File: src/rtl/xor_cipher_pkg.sv
// Shared types and helpers for the XOR cipher engine.
// Holds the FSM state encoding, the default message/key widths and a
// generic rotate-left helper used when XOR_KEY_ROTATE_EN is defined.
package xor_cipher_pkg;

  typedef enum logic [1:0] {
    ST_IDLE = 2'd0,
    ST_RUN  = 2'd1,
    ST_DONE = 2'd2
  } state_t;

  localparam int DEF_MSG_W = 64;
  localparam int DEF_KEY_W = 8;

  // Widest key the rotate helper can handle.
  localparam int ROT_MAX_W = 64;

  // Rotate the low 'width' bits of 'value' left by 'amount' positions.
  // Bits at or above 'width' come back as zero.
  function automatic logic [ROT_MAX_W-1:0] rotl(input logic [ROT_MAX_W-1:0] value,
                                                input int                   width,
                                                input int                   amount);
    logic [ROT_MAX_W-1:0] result;
    result = '0;
    for (int b = 0; b < ROT_MAX_W; b++) begin
      if (b < width) begin
        result[(b + amount) % width] = value[b];
      end
    end
    return result;
  endfunction

endpackage

File: src/rtl/xor_cipher_engine_chunk.sv
// xor_chunk_unit: combinational XOR of one KEY_W-wide message chunk with
// the key for that chunk.
// Configuration macro: XOR_KEY_ROTATE_EN. When it is defined, the key is
// rotated left by (chunk index mod KEY_W) before the XOR. When it is not
// defined, the captured key is used unchanged and no rotate hardware exists.
module xor_chunk_unit
  import xor_cipher_pkg::*;
#(
  parameter int KEY_W = DEF_KEY_W
`ifdef XOR_KEY_ROTATE_EN
  ,
  parameter int CNT_W = 3
`endif
) (
  input  logic [KEY_W-1:0] i_msgChunk,
  input  logic [KEY_W-1:0] i_key,
`ifdef XOR_KEY_ROTATE_EN
  input  logic [CNT_W-1:0] i_idx,
`endif
  output logic [KEY_W-1:0] o_chunk
);

  logic [KEY_W-1:0] w_keyCur;

`ifdef XOR_KEY_ROTATE_EN
  logic [ROT_MAX_W-1:0] w_rotFull;

  // Chunk i uses the key rotated left by i mod KEY_W.
  always_comb begin
    w_rotFull = rotl(ROT_MAX_W'(i_key), KEY_W, int'(i_idx) % KEY_W);
  end

  assign w_keyCur = w_rotFull[KEY_W-1:0];
`else
  assign w_keyCur = i_key;
`endif

  assign o_chunk = i_msgChunk ^ w_keyCur;

endmodule

File: src/rtl/xor_cipher_engine.sv
// xor_cipher_engine: captures a MSG_W-bit message and a KEY_W-bit key, XORs
// one key-wide chunk per enabled cycle (least significant chunk first) and
// then offers the result under a valid/ready handshake. XOR is its own
// inverse, so the same block also decrypts.
// Configuration macro: XOR_KEY_ROTATE_EN (key rotates by one bit per chunk).
module xor_cipher_engine
  import xor_cipher_pkg::*;
#(
  parameter  int MSG_W  = DEF_MSG_W,
  parameter  int KEY_W  = DEF_KEY_W,
  localparam int NCHUNK = MSG_W / KEY_W,
  localparam int CNT_W  = (NCHUNK > 1) ? $clog2(NCHUNK) : 1
) (
  input  logic             iClk,
  input  logic             iRst,
  input  logic             iEn,
  input  logic             iStart,
  input  logic [MSG_W-1:0] iMessage,
  input  logic [KEY_W-1:0] iKey,
  output logic             oBusy,
  output logic [CNT_W-1:0] oChunk_idx,
  output logic [MSG_W-1:0] oCiphertext,
  output logic             oValid,
  input  logic             iReady
);

  if ((MSG_W % KEY_W) != 0 || MSG_W < KEY_W) begin : g_badWidth
    $error("xor_cipher_engine: MSG_W must be a non-zero multiple of KEY_W");
  end

  state_t           r_state;
  state_t           w_nextState;
  logic             w_capture;
  logic             w_process;
  logic             w_lastChunk;
  logic [MSG_W-1:0] r_msg;
  logic [KEY_W-1:0] r_key;
  logic [CNT_W-1:0] r_idx;
  logic [MSG_W-1:0] r_cipher;
  logic [MSG_W-1:0] w_cipherNext;
  logic [KEY_W-1:0] w_msgChunk;
  logic [KEY_W-1:0] w_chunkOut;

  assign w_lastChunk = (r_idx == CNT_W'(NCHUNK - 1));

  // State register; reset aborts any operation in progress.
  always_ff @(posedge iClk or negedge iRst) begin
    if (!iRst) begin
      r_state <= ST_IDLE;
    end else begin
      r_state <= w_nextState;
    end
  end

  // Next-state logic plus the capture/process strobes for the datapath.
  always_comb begin
    w_nextState = r_state;
    w_capture   = 1'b0;
    w_process   = 1'b0;
    case (r_state)
      ST_IDLE: begin
        if (iStart) begin
          w_capture   = 1'b1;
          w_nextState = ST_RUN;
        end
      end
      ST_RUN: begin
        if (iEn) begin
          w_process = 1'b1;
          if (w_lastChunk) begin
            w_nextState = ST_DONE;
          end
        end
      end
      ST_DONE: begin
        if (iReady) begin
          if (iStart) begin
            w_capture   = 1'b1;
            w_nextState = ST_RUN;
          end else begin
            w_nextState = ST_IDLE;
          end
        end
      end
      default: begin
        w_nextState = ST_IDLE;
      end
    endcase
  end

  // Select the current message chunk and merge the XORed chunk into the result.
  always_comb begin
    w_msgChunk   = '0;
    w_cipherNext = r_cipher;
    for (int c = 0; c < NCHUNK; c++) begin
      if (r_idx == CNT_W'(c)) begin
        w_msgChunk                     = r_msg[c*KEY_W +: KEY_W];
        w_cipherNext[c*KEY_W +: KEY_W] = w_chunkOut;
      end
    end
  end

  xor_chunk_unit #(
    .KEY_W(KEY_W)
`ifdef XOR_KEY_ROTATE_EN
    ,
    .CNT_W(CNT_W)
`endif
  ) u_chunk (
    .i_msgChunk(w_msgChunk),
    .i_key     (r_key),
`ifdef XOR_KEY_ROTATE_EN
    .i_idx     (r_idx),
`endif
    .o_chunk   (w_chunkOut)
  );

  // Operand capture, chunk counter and result register.
  always_ff @(posedge iClk or negedge iRst) begin
    if (!iRst) begin
      r_msg    <= '0;
      r_key    <= '0;
      r_idx    <= '0;
      r_cipher <= '0;
    end else if (w_capture) begin
      r_msg    <= iMessage;
      r_key    <= iKey;
      r_idx    <= '0;
      r_cipher <= '0;
    end else if (w_process) begin
      r_cipher <= w_cipherNext;
      if (!w_lastChunk) begin
        r_idx <= r_idx + CNT_W'(1);
      end
    end
  end

  assign oBusy       = (r_state == ST_RUN);
  assign oValid      = (r_state == ST_DONE);
  assign oChunk_idx  = r_idx;
  assign oCiphertext = r_cipher;

endmodule
File: config.mk
export PLATFORM = sky130hd
export DESIGN_NAME = xor_cipher_engine
export DESIGN_NICKNAME = d
export VERILOG_FILES = /design/src/rtl/xor_cipher_pkg.sv /design/src/rtl/xor_cipher_engine_chunk.sv /design/src/rtl/xor_cipher_engine.sv
export SDC_FILE = /design/constraint.sdc
export NUM_CORES = 1
export LEC_CHECK = 0
export BUFFER_PORTS_ARGS = -buffer_cell sky130_fd_sc_hd__buf_2
export CORE_MARGIN = 2
export CORE_UTILIZATION = 30
export DETAILED_ROUTE_END_ITERATION = 12
export GPL_TIMING_DRIVEN = 0
export MAX_ROUTING_LAYER = met4
export PLACE_DENSITY = 0.51
export SLEW_MARGIN = 20
export SYNTH_ARGS = -nofsm -noshare
export SYNTH_HDL_FRONTEND = slang
export SYNTH_SLANG_ARGS = --single-unit
File: constraint.sdc
create_clock -name iClk -period 2.6 [get_ports iClk]
set_clock_uncertainty 0.05 [all_clocks]
set_input_delay 0.78 -clock iClk [delete_from_list [all_inputs] [get_ports iClk]]
set_output_delay 0.78 -clock iClk [all_outputs]
set_load 0.02 [all_outputs]
* Word level (Yosys, flattened, before mapping)
Index checks and enable logic that the tools add are counted.
** Storage, ports and cells
- Bits in registers :: 141
- Output and inout port bits :: 69
- Word-level logic and storage cells :: 81
** Cells by class
- Multiplexer cells :: 32
- Equal/unequal tests :: 14
- Bitwise logic cells :: 1
- Reductions and logical operators :: 21
- Add/sub/neg operators :: 1
** Operators with widths (count)
- two-way mux 64 bit :: 2
- two-way mux 8 bit :: 16
- AND reduction 2 bit :: 9
- nonzero test 2 bit :: 9
- == test 3 bit (second input constant) :: 4
- two-way mux 3 bit :: 3
- two-way mux 2 bit :: 4
- XOR 8 bit :: 1
- == test 3 x 2 -> 1 bit (second input constant) :: 2
- inequality test 2 bit (second input constant) :: 3
- case mux 2 bit (3 select lines) :: 1
- two-way mux 1 bit :: 5
- inequality test 2 x 1 -> 1 bit (second input constant) :: 2
- AND reduction 4 bit :: 1
- adder 3 x 1 -> 3 bit (second input constant) :: 1
- == test 3 x 1 -> 1 bit (second input constant) :: 1
- logical NOT 3 bit :: 1
- == test 2 x 1 -> 1 bit (second input constant) :: 1
- == test 2 bit (second input constant) :: 1
- logical NOT 2 bit :: 1
- case mux 1 bit (2 select lines) :: 1

* Depth between registers and ports, before layout
Gate-level depths: netlist (run 1).
- Word-level depth :: 13
- Depth in mapped cells :: 10
- Mapped depth without buffers :: 7

* Modules after synthesis
A second synthesis (run 1) with hierarchy kept.
** Unflattened totals
- Cell total of the unflattened synthesis :: 577
- Area, all modules :: 6398.6 um^2
** Modules (own cells, without submodules)
- xor_cipher_engine :: area an instance 6328.6 um^2, cells each 569, seq. area each 3528.4 um^2, times used 1
- xor_chunk_unit :: area an instance 70.1 um^2, cells each 8, seq. area each 0.0 um^2, times used 1

* Worst setup path before layout (run 1)
OpenSTA, ideal clock, no wires.
- Path type :: register to register
- From :: register r_idx[2], in the netlist oChunk_idx[2]
- To :: register r_cipher[2], in the netlist oCiphertext[2]
- Data required time :: 2.414 ns
- Buffers on the path :: 2
- Setup slack :: 0.210 ns
- Clock period less this slack :: 2.390 ns
- Stages on the path, launching flop included :: 10
- Arrival :: 2.203 ns
- Cell sequence :: dfrtp_1 > inv_2 > buf_6 > ha_1 > buf_2 > or3b_1 > a31oi_1 > o31ai_2 > mux2i_2 > a21oi_1
** On the way
- Cells in the longest elaborated chain, start to end :: 13
** Ends and longest elaborated chain
- start: declaration :: RTL line xor_cipher_engine.sv:38 : logic [CNT_W-1:0] r_idx;
- start signal: assignment :: RTL line xor_cipher_engine.sv:133 : r_idx <= r_idx + CNT_W'(1);
- logical NOT 3 bit :: RTL line xor_cipher_engine.sv:96 : if (r_idx == CNT_W'(c)) begin
- two-way mux 8 bit (8 in series) :: RTL line xor_cipher_engine.sv:96
- XOR 8 bit :: RTL line xor_cipher_engine_chunk.sv:38 : assign o_chunk = i_msgChunk ^ w_keyCur;
- two-way mux 8 bit :: RTL line xor_cipher_engine.sv:96
- two-way mux 64 bit :: RTL line xor_cipher_engine.sv:130 : end else if (w_process) begin
- two-way mux 64 bit :: RTL line xor_cipher_engine.sv:125 : end else if (w_capture) begin
- end signal: assignment :: RTL line xor_cipher_engine.sv:131 : r_cipher <= w_cipherNext;
- end: declaration :: RTL line xor_cipher_engine.sv:39 : logic [MSG_W-1:0] r_cipher;
Several ways; a longest one is shown, not always the timed one. The select of a mux whose other input is x is not followed.
A chain may end at the register's enable or synchronous reset.

* Worst setup path in the final report (run 1)
- From :: register r_idx[0], in the netlist oChunk_idx[0]
- To :: register r_cipher[39], in the netlist oCiphertext[39]
The elaborated chain is that of the path after synthesis.

==> flow_metrics.tcl, run 1 <==
set metrics [dict create \
    status "finished clean" \
    grt_use_total 0.191 \
    rsz0062_at_grt "true" \
    drtPass1Iterations 5 \
    synthesis.nets 800 \
    slew_headroom 0.438 \
    power_mw 13.2 \
    setup_violations 0 \
    seq_area_um2 3530 \
    drv_cap 0 \
    multi_input_area_um2 3140 \
    reg2reg_depth 8 \
    holdWs_ns 0.283 \
    fin_nets 972 \
    fillCellCount 2214 \
    crit_path_start "oChunk_idx[0]" \
    rows 54 \
    start_util 0.304 \
    cp_slowest_cell "dfrtp_2" \
    r2r-start "oChunk_idx[0]" \
    vias 5713 \
    drv_slew 0 \
    dpl.hpwl_um 15500 \
    grt_pass1_vias 5641 \
    root_buffer "clkbuf_16" \
    ys_ff_latch 141 \
    critPathRequiredTime_ns 2.85 \
    wl_met3_um 1110 \
    numClockSinks 141 \
    cts_buffers 17 \
    postCtsHoldBufs 0 \
    ys_async_sr_fraction 1.00 \
    fp.dieW_um 153 \
    end_kind "flop" \
    cp.arrival_ns 2.76 \
    viasPerCell 4.83 \
    hold_class "in -> async" \
    syn2layout_area_growth_pct 33.0 \
    yosysSeqAreaShare 0.533 \
    final_cell_mix "nand2_1 (226), buf_2 (151), dfrtp_1 (139)" \
    cts_tree "built" \
    vdd_ir_drop_max_mv 0.475 \
    antennaDiodeCount 0 \
    crit_path_end "oCiphertext[39]" \
    drt-total-wl_um 21400 \
    drive_gt1_frac 0.267 \
    p_leak_nw 4.30 \
    antenna_found_initial 0 \
    port_buffers 145 \
    cp_cell_sequence "ha_1, ha_4, buf_4, or3b_1, a31oi_2, o31ai_4, mux2i_4, a21oi_1" \
    hold_violations 0 \
    final.setup.tns_ns 0 \
    clockBufferDepth 2 \
    clk_latency_ns 0.44 \
    die_h_um 153 \
    crit_path_start_kind "flop" \
    antenna_left 0 \
    highest_layer "met4" \
    r2r_end "oCiphertext[39]" \
    gp_congestion 0.848 \
    instances_no_fill 1182 \
    htree_levels 4 \
    yosysWarnings 0 \
    syn_inst 717 \
    io_pins 146 \
    worstSetupPathType "reg -> reg" \
    reg2reg_slack_ns 0.1 \
    max_stage_delay_ns 0.44 \
    synth-main-ff-cell "dfrtp_1" \
    tightest_slew_ns 0.843 \
    ys_types 41 \
    fin_crit_sh 0.963 \
    pwr_density_cell_nw_per_um2 1500 \
    drtIter0Drc 390 \
    route.detailed.drc 0 \
    wire_per_inst_um 18.1 \
    syn-cell-area_um2 6620 \
    dpl.cell_count 1143 \
    final_common_cell "nand2_1" \
    max_freq_mhz 399 \
    period_minus_slack_ns 2.50 \
    grt_max_degree 84 \
    core_area_um2 21800 \
    grt.overflow.total 0 \
    dr_wl_met2_um 9820 \
    wl_met1_um 10200 \
    crit_fanout 10 \
    grt_pass1_wl_um 33100 \
    synth-edff-count 0 \
    synth_area_per_cell_um2 9.23 \
    dieArea_um2 23300 \
    path_clk_slew_ns 0.07 \
]
==> metrics by stage <==
step / worst slack, ns / area (um2) / utilization
4_1_cts: 0.00793 / 8620 / 0.396
3_3_place_gp: -1.44 / 7700 / 0.354
3_5_place_dp: -0.465 / 7730 / 0.356
5_1_grt: -0.0241 / 8810 / 0.405
6_report: 0.0960 / 8810 / 0.405
2_1_floorplan: 0.210 / 6620 / -
==> cells by family (layout without fill, tap and decap cells) <==
family | Yosys count | in the layout | synth area share
flip-flops | 141 | 141 | 0.533
XOR/XNOR | 16 | 16 | 0.0212
adder cells (fa/ha/maj) | 6 | 6 | 0.0113
AND/OR/NAND/NOR | 299 | 299 | 0.204
multiplexers | 9 | 9 | 0.0164
AO/OA/AOI/OAI | 186 | 186 | 0.176
buffers and inverters | 60 | 245 | 0.0385
==> power by group <==
part	internal, mW	total (mW)	switching, mW	leakage (nW)
Sequential	3.20	3.99	0.790	1.79
Clock	1.55	2.61	1.05	0.293
Combinational	2.69	6.58	3.89	2.22
==> flip-flops by register name (all words and copies together), names as in the netlist <==
| name | flops |
|---|---|
| r_msg | 64 |
| r_state | 2 |
| r_key | 8 |
| oCiphertext | 64 |
| oChunk_idx | 3 |
==> critical path: cells and delay by family, from the launching register on <==
family,cells,cell delay (ns)
flops,1,0.44
buf+inv,1,0.17
compound gates,3,0.56
fa+ha+maj,2,0.44
simple gates,1,0.39
mux,1,0.31
==> cells in the mapped netlist (2+ instances only) <==
| library cell | count | area share |
|---|---|---|
| nand2_1 | 226 | 0.13 |
| dfrtp_1 | 141 | 0.53 |
| a21oi_1 | 58 | 0.044 |
| o21ai_0 | 58 | 0.044 |
| clkbuf_1 | 40 | 0.023 |
| a31oi_1 | 22 | 0.021 |
| nor2b_1 | 17 | 0.016 |
| xnor2_1 | 16 | 0.021 |
| and3b_1 | 15 | 0.020 |
| buf_2 | 12 | 0.0091 |
| nand2b_1 | 10 | 0.0094 |
| o21ai_1 | 10 | 0.0076 |
| nand3_1 | 8 | 0.0060 |
| a22oi_1 | 7 | 0.0079 |
| o21a_1 | 7 | 0.0079 |
| o31ai_2 | 7 | 0.013 |
| o41a_1 | 7 | 0.012 |
| or3b_1 | 7 | 0.0093 |
| ha_1 | 6 | 0.011 |
| mux2i_2 | 5 | 0.010 |
| and2_1 | 4 | 0.0038 |
| and3_1 | 4 | 0.0038 |
| mux2i_1 | 4 | 0.0060 |
| a2111oi_2 | 3 | 0.0068 |
| inv_1 | 3 | 0.0017 |
| a2111oi_1 | 2 | 0.0030 |
| buf_4 | 2 | 0.0023 |
| nand3b_1 | 2 | 0.0023 |
| nor2_1 | 2 | 0.0011 |
==> routing by layer <==
| layer | vias up | track usage |
|---|---|---|
| met5 | - | - |
| met4 | 0 | 0.0542 |
| met3 | 23 | 0.0336 |
| met2 | 185 | 0.287 |
| met1 | 2717 | 0.266 |
| li1 | 2788 | - |
==> how the worst min path moves through the flow <==
stage               slack (ns)  cells past startpoint               to
floorplan                 0.39                      2         r_msg[0]
global placement          0.41                      2         r_msg[5]
detailed placement        0.41                      2        r_msg[20]
CTS                       0.31                      1  oCiphertext[21]
global route              0.33                      1  oCiphertext[21]
finish                    0.28                      1  oCiphertext[21]
==> cell type report <==
type / count / share of cell area
repair buffers: 154 / 0.101
clock buffers: 18 / 0.0499
plain buffers: 55 / 0.0295
flip-flops and latches: 141 / 0.401
clock inverters: 14 / 0.0207
well taps: 280 / 0.0398
inverters: 4 / 0.00199
multi-input cells: 516 / 0.357
==> what timing repair did <==
item / CTS / global route
pin swaps: 1 / 4
setup buffers: 5 / 3
gates resized for setup: 27 / 31
endpoints found under the setup margin: 49 / 51
Power figures use the tool's default switching activity.
==> run 2, diff against run 1 <==
- GPL_ROUTABILITY_DRIVEN: unset -> 0
- PLACE_DENSITY: 0.51 -> 0.53
- SYNTH_HIERARCHICAL: unset -> 1
- clock period: 2.6 -> 2.2 ns (I/O delays scaled with it)
==> run 2 against run 1 <==
The run now ends with setup timing left. Utilization up 2.9 points. Clock-buffer cell count grew 1. Combinational power is 19% higher. Via count shrank 10%. Register-to-register slack worse by 0.44 ns. Critical path type unchanged. Largest power group unchanged. Highest routed layer unchanged.
==> flow_metrics.tcl, run 2 <==
set metrics [dict create \
    start_util 0.305 \
    synth_area_per_cell_um2 11.1 \
    netlist_top_cells_area "dfrtp_1 (55%), mux2_2 (12%), nand2_1 (5.4%)" \
    final_common_cell "buf_2" \
    syn2layout_area_growth_pct 42.0 \
    final_cell_mix "buf_2 (156), dfrtp_1 (138), nand2_1 (81)" \
    yosysWarnings 6 \
    tightest_slew_ns 0.612 \
    synthesis.nets 660 \
    io_pins 146 \
    multi_input_area_um2 3130 \
    drtIter0Drc 292 \
    syn_inst 577 \
    dpl.hpwl_um 13700 \
    drv_cap 0 \
    htree_levels 4 \
    instances_no_fill 1048 \
    drv_slew 0 \
    grt_use_total 0.180 \
    die_h_um 150 \
    antenna_left 0 \
    antennaDiodeCount 0 \
    max_freq_mhz 393 \
    vias 5116 \
    grt_pass1_vias 4874 \
    antenna_found_initial 0 \
    viasPerCell 4.88 \
    drive_gt1_frac 0.517 \
    synth_most_common_cell "dfrtp_1" \
    period_minus_slack_ns 2.55 \
    yosysTopAreaCell "dfrtp_1" \
    crit_path_start_kind "flop" \
    cp_slowest_cell "a222oi_1" \
    fin_nets 843 \
    root_buffer "clkbuf_16" \
    reg2reg_depth 9 \
    cts_tree "built" \
    max_stage_delay_ns 0.58 \
    placed_area_um2 7610 \
    core_area_um2 21000 \
    pwr_density_cell_nw_per_um2 1670 \
    ys_types 41 \
    critPathRequiredTime_ns 2.50 \
    synth-edff-count 0 \
    violations "setup timing" \
    path_clk_slew_ns 0.06 \
    p_leak_nw 4.09 \
    synth-main-ff-cell "dfrtp_1" \
    synth_commonest_cells "dfrtp_1 (141), nand2_1 (92), mux2_2 (68), a21oi_1 (43), mux2i_1 (30)" \
    fp.dieW_um 150 \
    dieArea_um2 22500 \
    syn-cell-area_um2 6400 \
    setup_ws_ns -0.345 \
    synth_top_area_share 0.551 \
    seq_area_um2 3530 \
    status "complete, but fails checks" \
    rsz0062_at_grt "true" \
    grt_pass1_wl_um 29100 \
    clockBufferDepth 2 \
    yosysSeqAreaShare 0.551 \
    grt_max_degree 91 \
    end_kind "flop" \
    ys_ff_latch 141 \
    grt.overflow.total 0 \
    route.detailed.drc 0 \
    crit_path_frequent_cell "ha_4" \
    clk_latency_ns 0.42 \
    slew_headroom 0.592 \
    cp.arrival_ns 2.85 \
    wire_per_inst_um 18.7 \
    drtPass1Iterations 5 \
    fillCellCount 2075 \
    vdd_ir_drop_max_mv 0.798 \
    numClockSinks 141 \
    fin_crit_sh 1.16 \
    crit_fanout 8 \
    hold_class "in -> async" \
    design_area_um2 9080 \
    dpl.cell_count 998 \
    drt-total-wl_um 19600 \
    cts_buffers 17 \
    hold_violations 0 \
    cp_cell_sequence "ha_4, ha_4, clkbuf_16, a222oi_1, a31oi_4, xor2_1, clkbuf_8, nand3_2, a21oi_1" \
    setup_violations 64 \
    pre_cts_slack_ns -0.702 \
    worstSetupPathType "reg -> reg" \
    port_buffers 145 \
    ys_async_sr_fraction 1.00 \
    rows 53 \
]
[run 2: worst max-delay path: cells and delay by family (launching register included)]
family                   cells  cell delay [ns]
XOR/XNOR                     1             0.20
flip-flops                   1             0.47
adder cells (fa/ha/maj)      2             0.39
AO/OA/AOI/OAI                3             0.89
AND/OR/NAND/NOR              1             0.07
buffers and inverters        2             0.39
[run 2: per-stage QoR]
step | total power, mW | hold slack (ns) | TNS (ns) | utilization
5_1_grt | 16.0 | 0.110 | -18.33 | 0.434
3_3_place_gp | 10.2 | 0.429 | -278.69 | 0.361
4_1_cts | 14.6 | 0.0888 | -10.66 | 0.417
2_1_floorplan | 8.22 | 0.314 | -0.0257 | -
3_5_place_dp | 10.3 | 0.443 | -36.74 | 0.363
6_report | 15.2 | 0.0838 | -12.11 | 0.434
[run 2: path summary, 6_finish.rpt]
| kind | to | slack [ns] | startpoint |
|---|---|---|---|
| max in group asynchronous | r_msg[14] | 1.22 | iRst |
| max reg2reg | oCiphertext[20] | -0.35 | oChunk_idx[0] |
| max | oCiphertext[20] | -0.35 | oChunk_idx[0] |
| min in group iClk | r_msg[62] | 0.39 | iMessage[62] |
| min reg2reg | r_msg[5] | 0.45 | r_msg[5] |
| min | oCiphertext[54] | 0.08 | iRst |
[run 2: power by group]
group          switching, mW  internal [mW]
sequential             0.712           3.70
combinational           4.30           3.53
clock                   1.15           1.79
total                   6.16           9.02
[run 2: layer usage]
layer / up-vias / GRT usage / share of wire
met5: - / - / 0
met4: 0 / 0.0382 / 0.0079
met3: 12 / 0.0381 / 0.060
met2: 175 / 0.270 / 0.46
met1: 2559 / 0.250 / 0.47
li1: 2370 / - / -
[run 2: what timing repair did]
item	4_1_cts	5_1_grt
setup buffers	11	6
pin swaps	35	39
endpoints found under the hold margin	0	0
gates cloned	3	1
hold buffers	0	0
resized for setup	98	64
endpoints found under the setup margin	64	64
[run 2: area by class of cell]
cell class / count / area share
Sequential cell: 141 / 0.389
Multi-Input combinational cell: 382 / 0.344
Timing Repair Buffer: 166 / 0.110
Buffer: 46 / 0.0493
Clock buffer: 19 / 0.0477
Tap cell: 275 / 0.0379
Clock inverter: 13 / 0.0183
Inverter: 6 / 0.00358
[run 2: logic make-up after synthesis]
logic type,after synthesis,synth area share
and+or+nand+nor,182,0.131
DFF,141,0.551
muxes,100,0.170
AOI/OAI and AO/OA,86,0.0825
buffers and inverters,54,0.0422
xor gates and xnor gates,8,0.0110
adders and majority gates,6,0.0117
